$ cat config.mk
export PLATFORM = sky130hd
export DESIGN_NAME = control_sequencer
export DESIGN_NICKNAME = d
export VERILOG_FILES = /design/src/rtl/control_sequencer_pkg.sv /design/src/rtl/control_sequencer_onehot_decode.sv /design/src/rtl/control_sequencer.sv
export SDC_FILE = /design/constraint.sdc
export NUM_CORES = 1
export LEC_CHECK = 0
export ABC_AREA = 1
export BUFFER_PORTS_ARGS = -buffer_cell sky130_fd_sc_hd__buf_2
export CORE_AREA = 2 2 51 53
export DETAILED_ROUTE_END_ITERATION = 10
export DIE_AREA = 0 0 53 55
export GPL_TIMING_DRIVEN = 0
export PLACE_DENSITY_LB_ADDON = 0.1
export SLEW_MARGIN = 20
export SYNTH_ARGS = -nofsm -noshare
export SYNTH_HDL_FRONTEND = slang
export SYNTH_HIERARCHICAL = 1
export SYNTH_SLANG_ARGS = --single-unit
$ cat constraint.sdc
create_clock -name clock -period 3.3 [get_ports clock]
set_input_delay 0.66 -clock clock [delete_from_list [all_inputs] [get_ports clock]]
set_output_delay 0.66 -clock clock [all_outputs]
set_load 0.02 [all_outputs]
$ cat src/rtl/control_sequencer_pkg.sv
// Shared definitions for the control sequencer: state encodings, opcodes and IR field layout.
// Datapath blocks and benches import this so encodings stay in one place.
package control_sequencer_pkg;

  typedef enum logic [3:0] {
    ST_IDLE = 4'd0,
    ST_T0   = 4'd1,
    ST_T1   = 4'd2,
    ST_T2   = 4'd3,
    ST_T3   = 4'd4,
    ST_T4   = 4'd5,
    ST_T5   = 4'd6,
    ST_T6   = 4'd7,
    ST_HALT = 4'd8
  } state_t;

  localparam logic [4:0] OP_ADD       = 5'd3;
  localparam logic [4:0] OP_SUB       = 5'd4;
  localparam logic [4:0] OP_ALU_FIRST = 5'd3;
  localparam logic [4:0] OP_ALU_LAST  = 5'd14;
  localparam logic [4:0] OP_MUL       = 5'd15;
  localparam logic [4:0] OP_DIV       = 5'd16;
  localparam logic [4:0] OP_HALT      = 5'd27;

  // MSB position of each IR field; widths are fixed below.
  localparam int OP_MSB = 31;
  localparam int RA_MSB = 26;
  localparam int RB_MSB = 22;
  localparam int RC_MSB = 18;
  localparam int OP_W   = 5;
  localparam int REG_W  = 4;
  localparam int NUM_REGS = 1 << REG_W;

  function automatic logic is_alu_op(input logic [4:0] op);
    return (op >= OP_ALU_FIRST) && (op <= OP_ALU_LAST);
  endfunction

  function automatic logic is_muldiv_op(input logic [4:0] op);
    return (op == OP_MUL) || (op == OP_DIV);
  endfunction

endpackage

$ cat src/rtl/control_sequencer_onehot_decode.sv
// Index to one-hot decoder with enable; output is all-zero when disabled,
// so at most one bit is ever set.
module onehot_decode #(
  parameter int IDX_W = 4
) (
  input  logic                     en,
  input  logic [IDX_W-1:0]         idx,
  output logic [(1<<IDX_W)-1:0]    onehot
);

  for (genvar i = 0; i < (1 << IDX_W); i++) begin : g_bit
    assign onehot[i] = en && (idx == IDX_W'(i));
  end

endmodule

$ cat src/rtl/control_sequencer.sv
// Instruction fetch/execute control sequencer. Strobes are decoded from the
// current state (and IR in T3-T6 only); MDRIn additionally follows memReady in T1.
module control_sequencer
  import control_sequencer_pkg::*;
(
  input  logic        clock,
  input  logic        clear,
  input  logic        run,
  input  logic [31:0] IR,
  input  logic        memReady,
  output logic [15:0] regIn,
  output logic [15:0] regOut,
  output logic        HiIn,
  output logic        LoIn,
  output logic        ZIn,
  output logic        PCIn,
  output logic        MDRIn,
  output logic        YIn,
  output logic        MARIn,
  output logic        IRIn,
  output logic        IncPC,
  output logic        HiOut,
  output logic        LoOut,
  output logic        ZHiOut,
  output logic        ZLoOut,
  output logic        PCOut,
  output logic        MDROut,
  output logic        MDRread,
  output logic [4:0]  ALUcode,
  output logic        halted,
  output logic [3:0]  state
);

  state_t           cur;
  logic             t1_first;
  logic [OP_W-1:0]  op;
  logic [REG_W-1:0] ra, rb, rc;
  logic             is_alu, is_muldiv, is_exec;
  state_t           done_state;
  logic             ri_en, ro_en;
  logic [REG_W-1:0] ro_idx;
  logic             unused_ir;

  assign op        = IR[OP_MSB -: OP_W];
  assign ra        = IR[RA_MSB -: REG_W];
  assign rb        = IR[RB_MSB -: REG_W];
  assign rc        = IR[RC_MSB -: REG_W];
  assign unused_ir = ^IR[RC_MSB-REG_W:0];
  assign is_alu    = is_alu_op(op);
  assign is_muldiv = is_muldiv_op(op);
  assign is_exec   = is_alu || is_muldiv;

  // An instruction always completes; run only decides where the next one starts.
  assign done_state = run ? ST_T0 : ST_IDLE;

  always_ff @(posedge clock or negedge clear) begin
    if (!clear) begin
      cur      <= ST_IDLE;
      t1_first <= 1'b0;
    end else begin
      case (cur)
        ST_IDLE: if (run) cur <= ST_T0;
        ST_T0: begin
          cur      <= ST_T1;
          t1_first <= 1'b1;
        end
        ST_T1: begin
          t1_first <= 1'b0;
          if (memReady) cur <= ST_T2;
        end
        ST_T2: cur <= ST_T3;
        ST_T3: begin
          if (is_exec)             cur <= ST_T4;
          else if (op == OP_HALT)  cur <= ST_HALT;
          else                     cur <= done_state;
        end
        ST_T4:   cur <= ST_T5;
        ST_T5:   cur <= is_muldiv ? ST_T6 : done_state;
        ST_T6:   cur <= done_state;
        ST_HALT: cur <= ST_HALT;
        default: cur <= ST_IDLE;
      endcase
    end
  end

  always_comb begin
    ri_en   = 1'b0;
    ro_en   = 1'b0;
    ro_idx  = rb;
    HiIn    = 1'b0;
    LoIn    = 1'b0;
    ZIn     = 1'b0;
    PCIn    = 1'b0;
    MDRIn   = 1'b0;
    YIn     = 1'b0;
    MARIn   = 1'b0;
    IRIn    = 1'b0;
    IncPC   = 1'b0;
    HiOut   = 1'b0;
    LoOut   = 1'b0;
    ZHiOut  = 1'b0;
    ZLoOut  = 1'b0;
    PCOut   = 1'b0;
    MDROut  = 1'b0;
    MDRread = 1'b0;
    ALUcode = 5'd0;
    case (cur)
      ST_T0: begin
        PCOut = 1'b1;
        MARIn = 1'b1;
        IncPC = 1'b1;
        ZIn   = 1'b1;
      end
      ST_T1: begin
        ZLoOut  = 1'b1;
        MDRread = 1'b1;
        PCIn    = t1_first;
        MDRIn   = memReady;
      end
      ST_T2: begin
        MDROut = 1'b1;
        IRIn   = 1'b1;
      end
      ST_T3: begin
        ro_en = is_exec;
        YIn   = is_exec;
      end
      ST_T4: begin
        ro_en   = 1'b1;
        ro_idx  = rc;
        ZIn     = 1'b1;
        ALUcode = op;
      end
      ST_T5: begin
        ZLoOut = 1'b1;
        LoIn   = is_muldiv;
        ri_en  = is_alu;
      end
      ST_T6: begin
        ZHiOut = 1'b1;
        HiIn   = 1'b1;
      end
      default: ;
    endcase
  end

  onehot_decode #(.IDX_W(REG_W)) u_reg_in (
    .en     (ri_en),
    .idx    (ra),
    .onehot (regIn)
  );

  onehot_decode #(.IDX_W(REG_W)) u_reg_out (
    .en     (ro_en),
    .idx    (ro_idx),
    .onehot (regOut)
  );

  assign halted = (cur == ST_HALT);
  assign state  = cur;

endmodule

* After elaboration in Yosys (flattened, before gate mapping)
Cells that the tools add are included.
** Cells by class
- Add/subtract/negate cells :: 0
- $mul :: 0
- Divide/modulo/power cells :: 0
- Order comparisons :: 2
- Eq/ne operators :: 43
- Shift-type cells :: 0
- Muxes and demuxes :: 22
- Bitwise gates (word level) :: 0
- Reduce and logical (&&, ||, !) cells :: 42
** Operators by type and width (count)
- $eq A4 B4 Y1 const B :: 17
- $eq A4 B3 Y1 const B :: 12
- $pmux W4 S9 :: 1
- $logic_and A1 B1 Y1 :: 33
- $eq A4 B2 Y1 const B :: 6
- $mux W4 :: 5
- $eq A4 B1 Y1 const B :: 3
- $logic_not A4 Y1 :: 3
- $mux W1 :: 12
- $eq A5 B5 Y1 const B :: 2
- $eq A5 B4 Y1 const B :: 1
- $ge A5 B2 Y1 const B :: 1
- $le A5 B4 Y1 const B :: 1
- $mux W5 :: 1
- $ne A2 B2 Y1 const B :: 2
- $pmux W1 S2 :: 2
- $reduce_or A2 Y1 :: 2
- $mux W3 :: 1
- $logic_or A1 B1 Y1 :: 2
- $reduce_and A2 Y1 :: 1
- $reduce_bool A2 Y1 :: 1
** Word-level totals
- Bits in registers :: 5
- Latch bits :: 0
- Bits in writable memories :: 0
- Bits in read-only memories :: 0
- Input bits :: 36
- Output and inout port bits :: 58
- Word-level logic and storage cells :: 111
- Memories :: 0

* Depth between registers and ports, before layout
Gate-level depths: netlist of the first run.
- Depth after elaboration :: 5
- Gate-level depth with buffers :: 10
- Mapped depth without buffers :: 10

* By module
Netlist of the first run, hierarchy kept.
** By module, submodules not included
- control_sequencer :: times used 1, cells each 96, area each 561.8 sq um, seq. area each 125.1 sq um
- onehot_decode :: times used 2, cells each 32, area each 126.4 sq um, seq. area each 0.0 sq um

* Worst setup path before layout of the first run
OpenSTA, ideal clock, no wires.
- Kind :: in2out
- Start :: input IR[27]
- End :: output regIn[0]
- Arrival :: 1.745 ns
- Data required time :: 2.640 ns
- Slack :: 0.895 ns
- Cell stages on the path :: 6
- Path buffers :: 0
- Cells stage by stage :: nand2_2 -> a21oi_1 -> o21ai_1 -> nor3_1 -> nand3_1 -> nor2_1
** Between the ends
- Longest elaborated chain between the ends :: 4
- Elaborated cells between the ends (all ways) :: 5
- Those cells by class :: order compare (2); mux (1); reduce/logical (2)
** Ends and longest elaborated chain
- start: declaration :: RTL line control_sequencer.sv:9 : input logic [31:0] IR,
- $ge A5 B2 Y1 or $le A5 B4 Y1 (tied branches) :: RTL line control_sequencer_pkg.sv:35 : return (op >= OP_ALU_FIRST) && (op <= OP_ALU_LAST);
- $logic_and A1 B1 Y1 (*) :: RTL line control_sequencer_pkg.sv:35
- $mux W1 (*) :: RTL line control_sequencer.sv:107 : case (cur)
- named net ri_en :: RTL line control_sequencer.sv:40 : logic ri_en, ro_en;
- $logic_and A1 B1 Y1 (*) :: RTL line control_sequencer_onehot_decode.sv:12 : assign onehot[i] = en && (idx == IDX_W'(i));
- end: declaration :: RTL line control_sequencer.sv:11 : output logic [15:0] regIn,
The timed path passes the listed nets; every way through them passes the cells marked *.

* Worst setup path after layout of the first run
Ends and elaborated chain as after synthesis.

==> results.sh, run 1 <==
export IMPL_status="complete, no violations"
export IMPL_drv_slew=0
export IMPL_finalNonFillerCells=271
export IMPL_fp_dieW_um=53
export IMPL_cp_slowest_cell="nor3_1"
export IMPL_cts_resized=0
export IMPL_wl_um=2490
export IMPL_power_total_mw=0.696
export IMPL_fin_setup_tns_ns=0
export IMPL_cp_num_buf_inv=2
export IMPL_grt_setup_unrepaired="no"
export IMPL_dp_cells=267
export IMPL_chipHeight_um=55
export IMPL_num_rows=18
export IMPL_viasPerCell=4.42
export IMPL_ys_ff_latch=5
export IMPL_cts_max_level=1
export IMPL_wire_per_inst_um=9.18
export IMPL_yosysWarnings=6
export IMPL_leakagePower_nw=0.865
export IMPL_synth_flop_cell="dfrtp_1"
export IMPL_regToRegSetupSlack_ns=2.07
export IMPL_cts_buffer_depth=2
export IMPL_synthToLayoutAreaGrowth_pct=55.0
export IMPL_final_util=0.534
export IMPL_path_cells="buf_2 -> nand2_2 -> a21oi_1 -> o21ai_1 -> nor3_1 -> nand3_1 -> nor2_1 -> buf_2"
export IMPL_io_buffers=76
export IMPL_crit_family="simple AND/OR/NAND/NOR gates"
export IMPL_dr_pass1_iters=5
export IMPL_grt_pass1_wl_um=3660
export IMPL_clock_sinks=5
export IMPL_hold_class="input pin to async pin"
export IMPL_period_needed_ns=2.63
export IMPL_power_density_nw_per_um2=551
export IMPL_core_um2=2360
export IMPL_end_kind="output port"
export IMPL_vias=1198
export IMPL_gp_congestion=0.750
export IMPL_synth_distinct_cells=22
export IMPL_grt_usage=0.164
export IMPL_synthArstFlopShare=1.00
export IMPL_fillCellCount=268
export IMPL_syn_area_um2=815
export IMPL_fmax_ghz=0.380
export IMPL_reg2reg_depth=4
export IMPL_grt_overflow_total=0
export IMPL_fin_skew_ns=0.0118
export IMPL_routed_top_layer="met3"
export IMPL_startpoint_type="input pin"
export IMPL_arrival_ns=1.97
export IMPL_r2r_end="state[0]"
export IMPL_diodes=0
export IMPL_ios=94
export IMPL_max_stage_delay_ns=0.38
export IMPL_max_vdd_ir_drop_uv=515
export IMPL_cts_tree="built"
export IMPL_worst_path_max_fanout=5
export IMPL_numCtsBuffers=3
export IMPL_timing_rr_start="state[2]"
export IMPL_initial_core_util=0.344
export IMPL_place_hpwl_um=2090
export IMPL_syn_avg_cell_area_um2=5.09
export IMPL_grt_max_degree=11
export IMPL_wirelength_met1_um=1070
export IMPL_drive_gt1_frac=0.411
export IMPL_antenna_found_initial=0
export IMPL_synth_cells=160
export IMPL_first_global_vias=910
export IMPL_drc=0
export IMPL_root_buffer="clkbuf_4"
export IMPL_drt_iter0_markers=34
export IMPL_routed_wl_met3_um=254
export IMPL_clk_latency_ns=0.25
export IMPL_cts_hold_fix_buffers=0
export IMPL_dr_wl_met2_um=1170
export IMPL_post_route_period_util=0.797
export IMPL_finalHoldViolCount=0
export IMPL_setup_violations=0
export IMPL_ys_seq_area_frac=0.154
export IMPL_required_ns=2.64
export IMPL_max_cap_viol_count=0
export IMPL_critPathKind="input pin to output port"
export IMPL_fin_nets=278
export IMPL_ant_nets=0
export IMPL_die_area_um2=2920
export IMPL_path_clk_slew_ns=0.05
export IMPL_crit_top_cell="buf_2"
export IMPL_postCtsSetupBuffers=0
export IMPL_synth_edf_count=0
[state kept, by name (all words and copies together), names as in the netlist]
| name | count |
|---|---|
| state | 4 |
| t1_first | 1 |
[through the flow]
step | area (um2) | setup WS [ns] | hold WS [ns]
after floorplan | 818 | 0.895 | 0.364
after global placement | 1240 | 0.666 | 0.478
after detailed placement | 1240 | 0.665 | 0.479
after CTS | 1260 | 0.661 | 0.218
after global routing | 1260 | 0.466 | 0.223
final | 1260 | 0.672 | 0.213
[metal layers]
| metal | vias up | global-route usage |
|---|---|---|
| li1 | 640 | - |
| met1 | 495 | 0.208 |
| met2 | 63 | 0.292 |
| met3 | 0 | 0.0349 |
| met4 | 0 | 0.0256 |
| met5 | - | 0 |
[worst max path at each step]
stage                      endpoint  startpoint  cells after the start
after floorplan            regIn[0]      IR[27]                      6
after global placement     regIn[0]      IR[27]                      8
after detailed placement   regIn[0]      IR[27]                      8
after CTS                  regIn[0]      IR[27]                      8
after global routing      regOut[5]    state[1]                     10
final                      regIn[0]      IR[27]                      8
[area by class of cell]
class | instances | area [um2] | area share
multi-input cells | 124 | 551 | 0.436
repair buffers | 76 | 380 | 0.301
flip-flops and latches | 5 | 125 | 0.0991
inverters | 26 | 97.6 | 0.0773
plain buffers | 6 | 45.0 | 0.0357
well taps | 30 | 37.5 | 0.0297
clock buffers | 4 | 26.3 | 0.0208
[cell usage after synthesis (2+ instances only)]
library cell	instances	area share
nor2_4	2	0.028
buf_4	6	0.055
nor3_1	3	0.018
nand2_1	39	0.18
nand2_2	2	0.015
inv_2	4	0.018
dfrtp_1	5	0.15
nand3_1	15	0.092
nor2_2	2	0.015
o21ai_1	2	0.012
nor2_1	48	0.22
inv_1	22	0.10
[cells in the final DEF, fill, tap and decap left out, types with 3 or more instances in the layout]
master	netlist	routed
buf_2	0	76
buf_4	6	6
clkbuf_4	0	3
dfrtp_1	5	5
inv_1	22	22
inv_2	4	4
nand2_1	39	39
nand3_1	15	15
nor2_1	48	48
nor3_1	3	3
[power breakdown]
part | internal, mW | total (mW) | leakage (nW) | switching (mW)
logic | 0.168 | 0.512 | 0.787 | 0.344
clock network | 0.0459 | 0.0729 | 0.0150 | 0.0270
registers | 0.0860 | 0.111 | 0.0626 | 0.0249
[worst reg2reg max path: stages (launching register included)]
cell     delay, ns
dfrtp_1       0.44
nor2_1        0.23
nand3_1       0.20
o22ai_1       0.20
a21oi_2       0.05
[logic make-up after synthesis]
family | after synthesis | share of synthesized area
simple gates | 115 | 0.613
compound gates | 7 | 0.0538
flops | 5 | 0.154
other cells | 1 | 0.00460
buf+inv | 32 | 0.175
Note: power is estimated with default switching activity, not from simulation.
==> inputs of run 2 (changes only) <==
Settings changed: CORE_AREA 2 2 51 53 to 2 2 56 58, DIE_AREA 0 0 53 55 to 0 0 58 60.
Clock period 3.3 ns to 2.3 ns, I/O delays scaled along.
==> run 2 against run 1 <==
Net effect:
- first-iteration DRC count fell by 12%
- clock skew down 0.010 ns
- non-clock buffer count increased by 6
- die area up 19%
- global-route usage is 2.5 points lower
- count of clock-buffer cells in the layout unchanged
- final cell count increased by 3.3%
- sequential power is 42% higher
- setup slack worse by 0.57 ns
- critical path type is now flip-flop to output port
==> results.sh, run 2 (same netlist as run 1, synthesis figures left out) <==
export IMPL_power_density_nw_per_um2=785
export IMPL_cts_buffer_depth=2
export IMPL_timing_rr_start="state[3]"
export IMPL_seq_power_share=0.144
export IMPL_max_vdd_ir_drop_uv=790
export IMPL_max_cap_viol_count=0
export IMPL_reg2reg_depth=5
export IMPL_fin_skew_ns=0.00148
export IMPL_diodes=0
export IMPL_grt_pass1_wl_um=3840
export IMPL_combPwrFrac=0.765
export IMPL_r2r_end="state[0]"
export IMPL_fillCellCount=323
export IMPL_drv_slew=0
export IMPL_die_area_um2=3480
export IMPL_p_int_mw=0.488
export IMPL_post_route_period_util=0.958
export IMPL_first_global_vias=934
export IMPL_cp_num_buf_inv=3
export IMPL_clockPowerShare=0.090
export IMPL_clock_sinks=5
export IMPL_placed_area_um2=1240
export IMPL_cp_slowest_cell="dfrtp_2"
export IMPL_antenna_found_initial=0
export IMPL_regToRegSetupSlack_ns=0.96
export IMPL_gp_congestion=0.737
export IMPL_place_hpwl_um=2140
export IMPL_startpoint_type="flip-flop"
export IMPL_fin_nets=284
export IMPL_dr_pass1_iters=4
export IMPL_cts_tree="built"
export IMPL_root_buffer="clkbuf_4"
export IMPL_arrival_ns=1.74
export IMPL_drt_iter0_markers=30
export IMPL_fmax_ghz=0.454
export IMPL_hold_ws_ns=0.0236
export IMPL_leakagePower_nw=0.903
export IMPL_design_area_um2=1400
export IMPL_max_stage_delay_ns=0.43
export IMPL_finalNonFillerCells=280
export IMPL_grt_usage=0.139
export IMPL_clk_latency_ns=0.24
export IMPL_core_um2=2900
export IMPL_period_needed_ns=2.20
export IMPL_largest_reg_flops=4
export IMPL_multi_input_area_um2=613
export IMPL_io_buffers=76
export IMPL_register_area_um2=126
export IMPL_status="complete, no violations"
export IMPL_drc=0
export IMPL_numCtsBuffers=3
export IMPL_drive_gt1_frac=0.490
export IMPL_num_rows=20
export IMPL_viasPerCell=4.37
export IMPL_wl_um=2620
export IMPL_cts_max_level=1
export IMPL_cts_hold_fix_buffers=0
export IMPL_required_ns=1.84
export IMPL_worst_path_max_fanout=5
export IMPL_grt_max_degree=11
export IMPL_grt_setup_unrepaired="yes"
export IMPL_initial_core_util=0.281
export IMPL_crit_family="simple AND/OR/NAND/NOR gates"
export IMPL_synthToLayoutAreaGrowth_pct=71.6
export IMPL_vias=1224
export IMPL_critPathKind="flip-flop to output port"
export IMPL_path_clk_slew_ns=0.04
export IMPL_wire_per_inst_um=9.37
export IMPL_end_kind="output port"
export IMPL_final_cell_mix="buf_2, nor2_1, nand2_1"
export IMPL_power_switching_mw=0.610
export IMPL_dpl_worst_slack_ns=0.0364
export IMPL_grt_overflow_total=0
export IMPL_chipHeight_um=60
export IMPL_fp_dieW_um=58
export IMPL_final_common_cell="buf_2"
export IMPL_dp_cells=270
export IMPL_finalHoldViolCount=0
export IMPL_setup_ws_ns=0.0972
export IMPL_path_cells="buf_4 -> inv_2 -> nand2_1 -> nor2_4 -> nand2_4 -> nand2_4 -> nand3_1 -> nor2_1 -> buf_4"
export IMPL_setup_violations=0
export IMPL_ios=94
export IMPL_swShare=0.555
export IMPL_hold_class="input pin to async pin"
export IMPL_ant_nets=0
[run 2: worst max path at each step]
stage	from	endpoint	slack [ns]	depth (start not counted)
after floorplan	state[0]	regOut[12]	0.22	10
after global placement	IR[27]	regIn[3]	0.07	8
after detailed placement	IR[27]	regIn[1]	0.04	8
after CTS	state[0]	regIn[1]	0.007	6
after global routing	state[0]	regOut[9]	-0.03	11
final	state[1]	regOut[6]	0.1	9
[run 2: layout make-up]
cell class | count | share of cell area
buffer | 6 | 0.0322
clock buffer | 4 | 0.0188
inverter | 26 | 0.0734
multi-input combinational | 124 | 0.439
sequential | 5 | 0.0904
tap | 33 | 0.0295
timing repair buffer | 82 | 0.317
[run 2: metal layers]
layer	global-route usage	vias to the layer above	share of wire
met5	0	-	0
met4	0.0498	0	0.013
met3	0.0195	6	0.084
met2	0.216	54	0.45
met1	0.195	506	0.46
li1	-	658	-
[run 2: metrics by stage]
step	TNS, ns	util	power (mW)
finish	0	0.481	1.10
global route	-0.297	0.481	1.19
CTS	0	0.441	1.02
detailed placement	0	0.427	0.896
global placement	0	0.427	0.893
floorplan	0	-	0.691
[run 2: timing repair]
action	CTS	global route
setup endpoints to repair	13	32
pin swaps	1	5
resized for setup	1	28
setup buffers	2	4
[run 2: power by group through the flow]
stage	sequential [mW]	combinational (mW)	clock, mW
CTS	0.155	0.763	0.102
detailed placement	0.159	0.737	0
global route	0.163	0.915	0.113
floorplan	0.184	0.507	0
global placement	0.159	0.734	0
finish	0.158	0.840	0.0992
==> inputs of run 3 (changes only) <==
Settings changed: BUFFER_PORTS_ARGS -buffer_cell sky130_fd_sc_hd__buf_2 to -buffer_cell sky130_fd_sc_hd__clkbuf_2.
==> run 3 against run 2 <==
Net effect:
- final cell count decreased by 0.71%
- sequential power about the same
- combinational power increased by 2.9%
- via count decreased by 0.25%
- fmax decreased by 1.2%
- count of clock-buffer cells in the layout unchanged
- die area unchanged
- non-clock buffer count decreased by 2
- flip-flop and latch count unchanged
- worst hold slack improved by 0.0035 ns
- register-to-register slack improved by 0.09 ns
- design area increased by 5.8%
==> results.sh, run 3 (same netlist as run 1, synthesis figures left out) <==
export IMPL_status="complete, no violations"
export IMPL_antenna_found_initial=0
export IMPL_dpl_worst_slack_ns=0.0398
export IMPL_numCtsBuffers=3
export IMPL_worstSetupStartpoint="state[3]"
export IMPL_timing_rr_start="state[0]"
export IMPL_vias=1221
export IMPL_worst_path_max_fanout=6
export IMPL_p_int_mw=0.484
export IMPL_place_hpwl_um=2230
export IMPL_combPwrFrac=0.768
export IMPL_fillCellCount=331
export IMPL_final_cell_mix="clkbuf_2, nor2_1, nand2_1"
export IMPL_drt_iter0_markers=34
export IMPL_first_global_vias=947
export IMPL_final_util=0.509
export IMPL_clockPowerShare=0.089
export IMPL_cts_max_level=1
export IMPL_drv_slew=0
export IMPL_synthToLayoutAreaGrowth_pct=81.6
export IMPL_fin_skew_ns=0.000670
export IMPL_wl_um=2760
export IMPL_fin_nets=282
export IMPL_placed_area_um2=1240
export IMPL_power_switching_mw=0.641
export IMPL_grt_overflow_total=0
export IMPL_final_common_cell="clkbuf_2"
export IMPL_ios=94
export IMPL_fin_setup_tns_ns=0
export IMPL_cts_buffer_depth=2
export IMPL_period_needed_ns=2.23
export IMPL_wire_per_inst_um=9.94
export IMPL_finalHoldViolCount=0
export IMPL_die_area_um2=3480
export IMPL_swShare=0.570
export IMPL_viasPerCell=4.39
export IMPL_drc=0
export IMPL_core_um2=2900
export IMPL_end_kind="output port"
export IMPL_seq_power_share=0.143
export IMPL_startpoint_type="flip-flop"
export IMPL_critPathKind="flip-flop to output port"
export IMPL_fp_dieW_um=58
export IMPL_leakagePower_nw=0.868
export IMPL_reg2reg_depth=7
export IMPL_grt_pass1_wl_um=4010
export IMPL_grt_usage=0.146
export IMPL_fmax_ghz=0.449
export IMPL_drive_gt1_frac=0.555
export IMPL_dr_pass1_iters=4
export IMPL_root_buffer="clkbuf_4"
export IMPL_path_clk_slew_ns=0.04
export IMPL_diodes=0
export IMPL_multi_input_area_um2=672
export IMPL_grt_max_degree=11
export IMPL_ant_nets=0
export IMPL_design_area_um2=1480
export IMPL_hold_class="input pin to async pin"
export IMPL_max_vdd_ir_drop_uv=691
export IMPL_initial_core_util=0.281
export IMPL_regToRegSetupSlack_ns=1.05
export IMPL_cts_tree="built"
export IMPL_setup_ws_ns=0.0708
export IMPL_clk_latency_ns=0.24
export IMPL_io_buffers=76
export IMPL_grt_setup_unrepaired="yes"
export IMPL_setup_violations=0
export IMPL_arrival_ns=1.77
export IMPL_clock_sinks=5
export IMPL_largest_reg_flops=4
export IMPL_gp_congestion=0.728
export IMPL_power_density_nw_per_um2=761
export IMPL_num_rows=20
export IMPL_chipHeight_um=60
export IMPL_hold_ws_ns=0.0271
export IMPL_required_ns=1.84
export IMPL_post_route_period_util=0.969
export IMPL_r2r_end="state[2]"
export IMPL_max_cap_viol_count=0
export IMPL_critPathCapture="regOut[12]"
export IMPL_register_area_um2=128
[run 3: final cells by class]
type | count | share of cell area
clock buffers | 4 | 0.0178
inverters | 26 | 0.0728
repair buffers | 80 | 0.310
well taps | 33 | 0.0279
plain buffers | 6 | 0.0305
multi-input cells | 124 | 0.454
flip-flops and latches | 5 | 0.0863
[run 3: worst min path at each step]
stage | end | slack (ns) | startpoint
2_1_floorplan | state[0] | 0.16 | clear
3_3_place_gp | t1_first | 0.28 | clear
3_5_place_dp | t1_first | 0.29 | clear
4_1_cts | t1_first | 0.03 | clear
5_1_grt | state[2] | 0.02 | clear
6_report | t1_first | 0.03 | clear
[run 3: power groups by stage]
stage               registers, mW  clock network [mW]  logic [mW]
floorplan                   0.184                   0       0.507
global placement            0.159                   0       0.737
detailed placement          0.159                   0       0.740
CTS                         0.160               0.105       0.755
global route                0.168               0.113       0.949
finish                      0.160               0.100       0.864
[run 3: through the flow]
stage,total power [mW],std cells
5_1_grt,1.23,278
2_1_floorplan,0.691,161
3_3_place_gp,0.896,270
6_report,1.12,278
3_5_place_dp,0.899,270
4_1_cts,1.02,275
[run 3: layer usage]
| metal | vias to the layer above | wire, um | part of all wire | track usage |
|---|---|---|---|---|
| li1 | 653 | - | - | - |
| met5 | - | 0 | 0 | 0 |
| met3 | 2 | 243 | 0.088 | 0.0195 |
| met2 | 52 | 1280 | 0.46 | 0.237 |
| met4 | 0 | 22 | 0.0080 | 0.0598 |
| met1 | 514 | 1210 | 0.44 | 0.195 |
[run 3: worst max-delay path: stages (launching register included)]
cell      delay, ns
dfrtp_2        0.42
inv_2          0.09
nand2_4        0.09
nor2_4         0.18
clkinv_4       0.10
nand2_2        0.08
nand2_4        0.07
inv_4          0.08
nand3_2        0.11
nor2_1         0.13
buf_4          0.16
[run 3: timing repair]
| action | in CTS | in global routing |
|---|---|---|
| pin swaps | 1 | 7 |
| hold buffers | 0 | 0 |
| cloned | 0 | 0 |
| gates resized for setup | 6 | 71 |
| setup buffers | 1 | 3 |
| setup endpoints to repair | 14 | 32 |
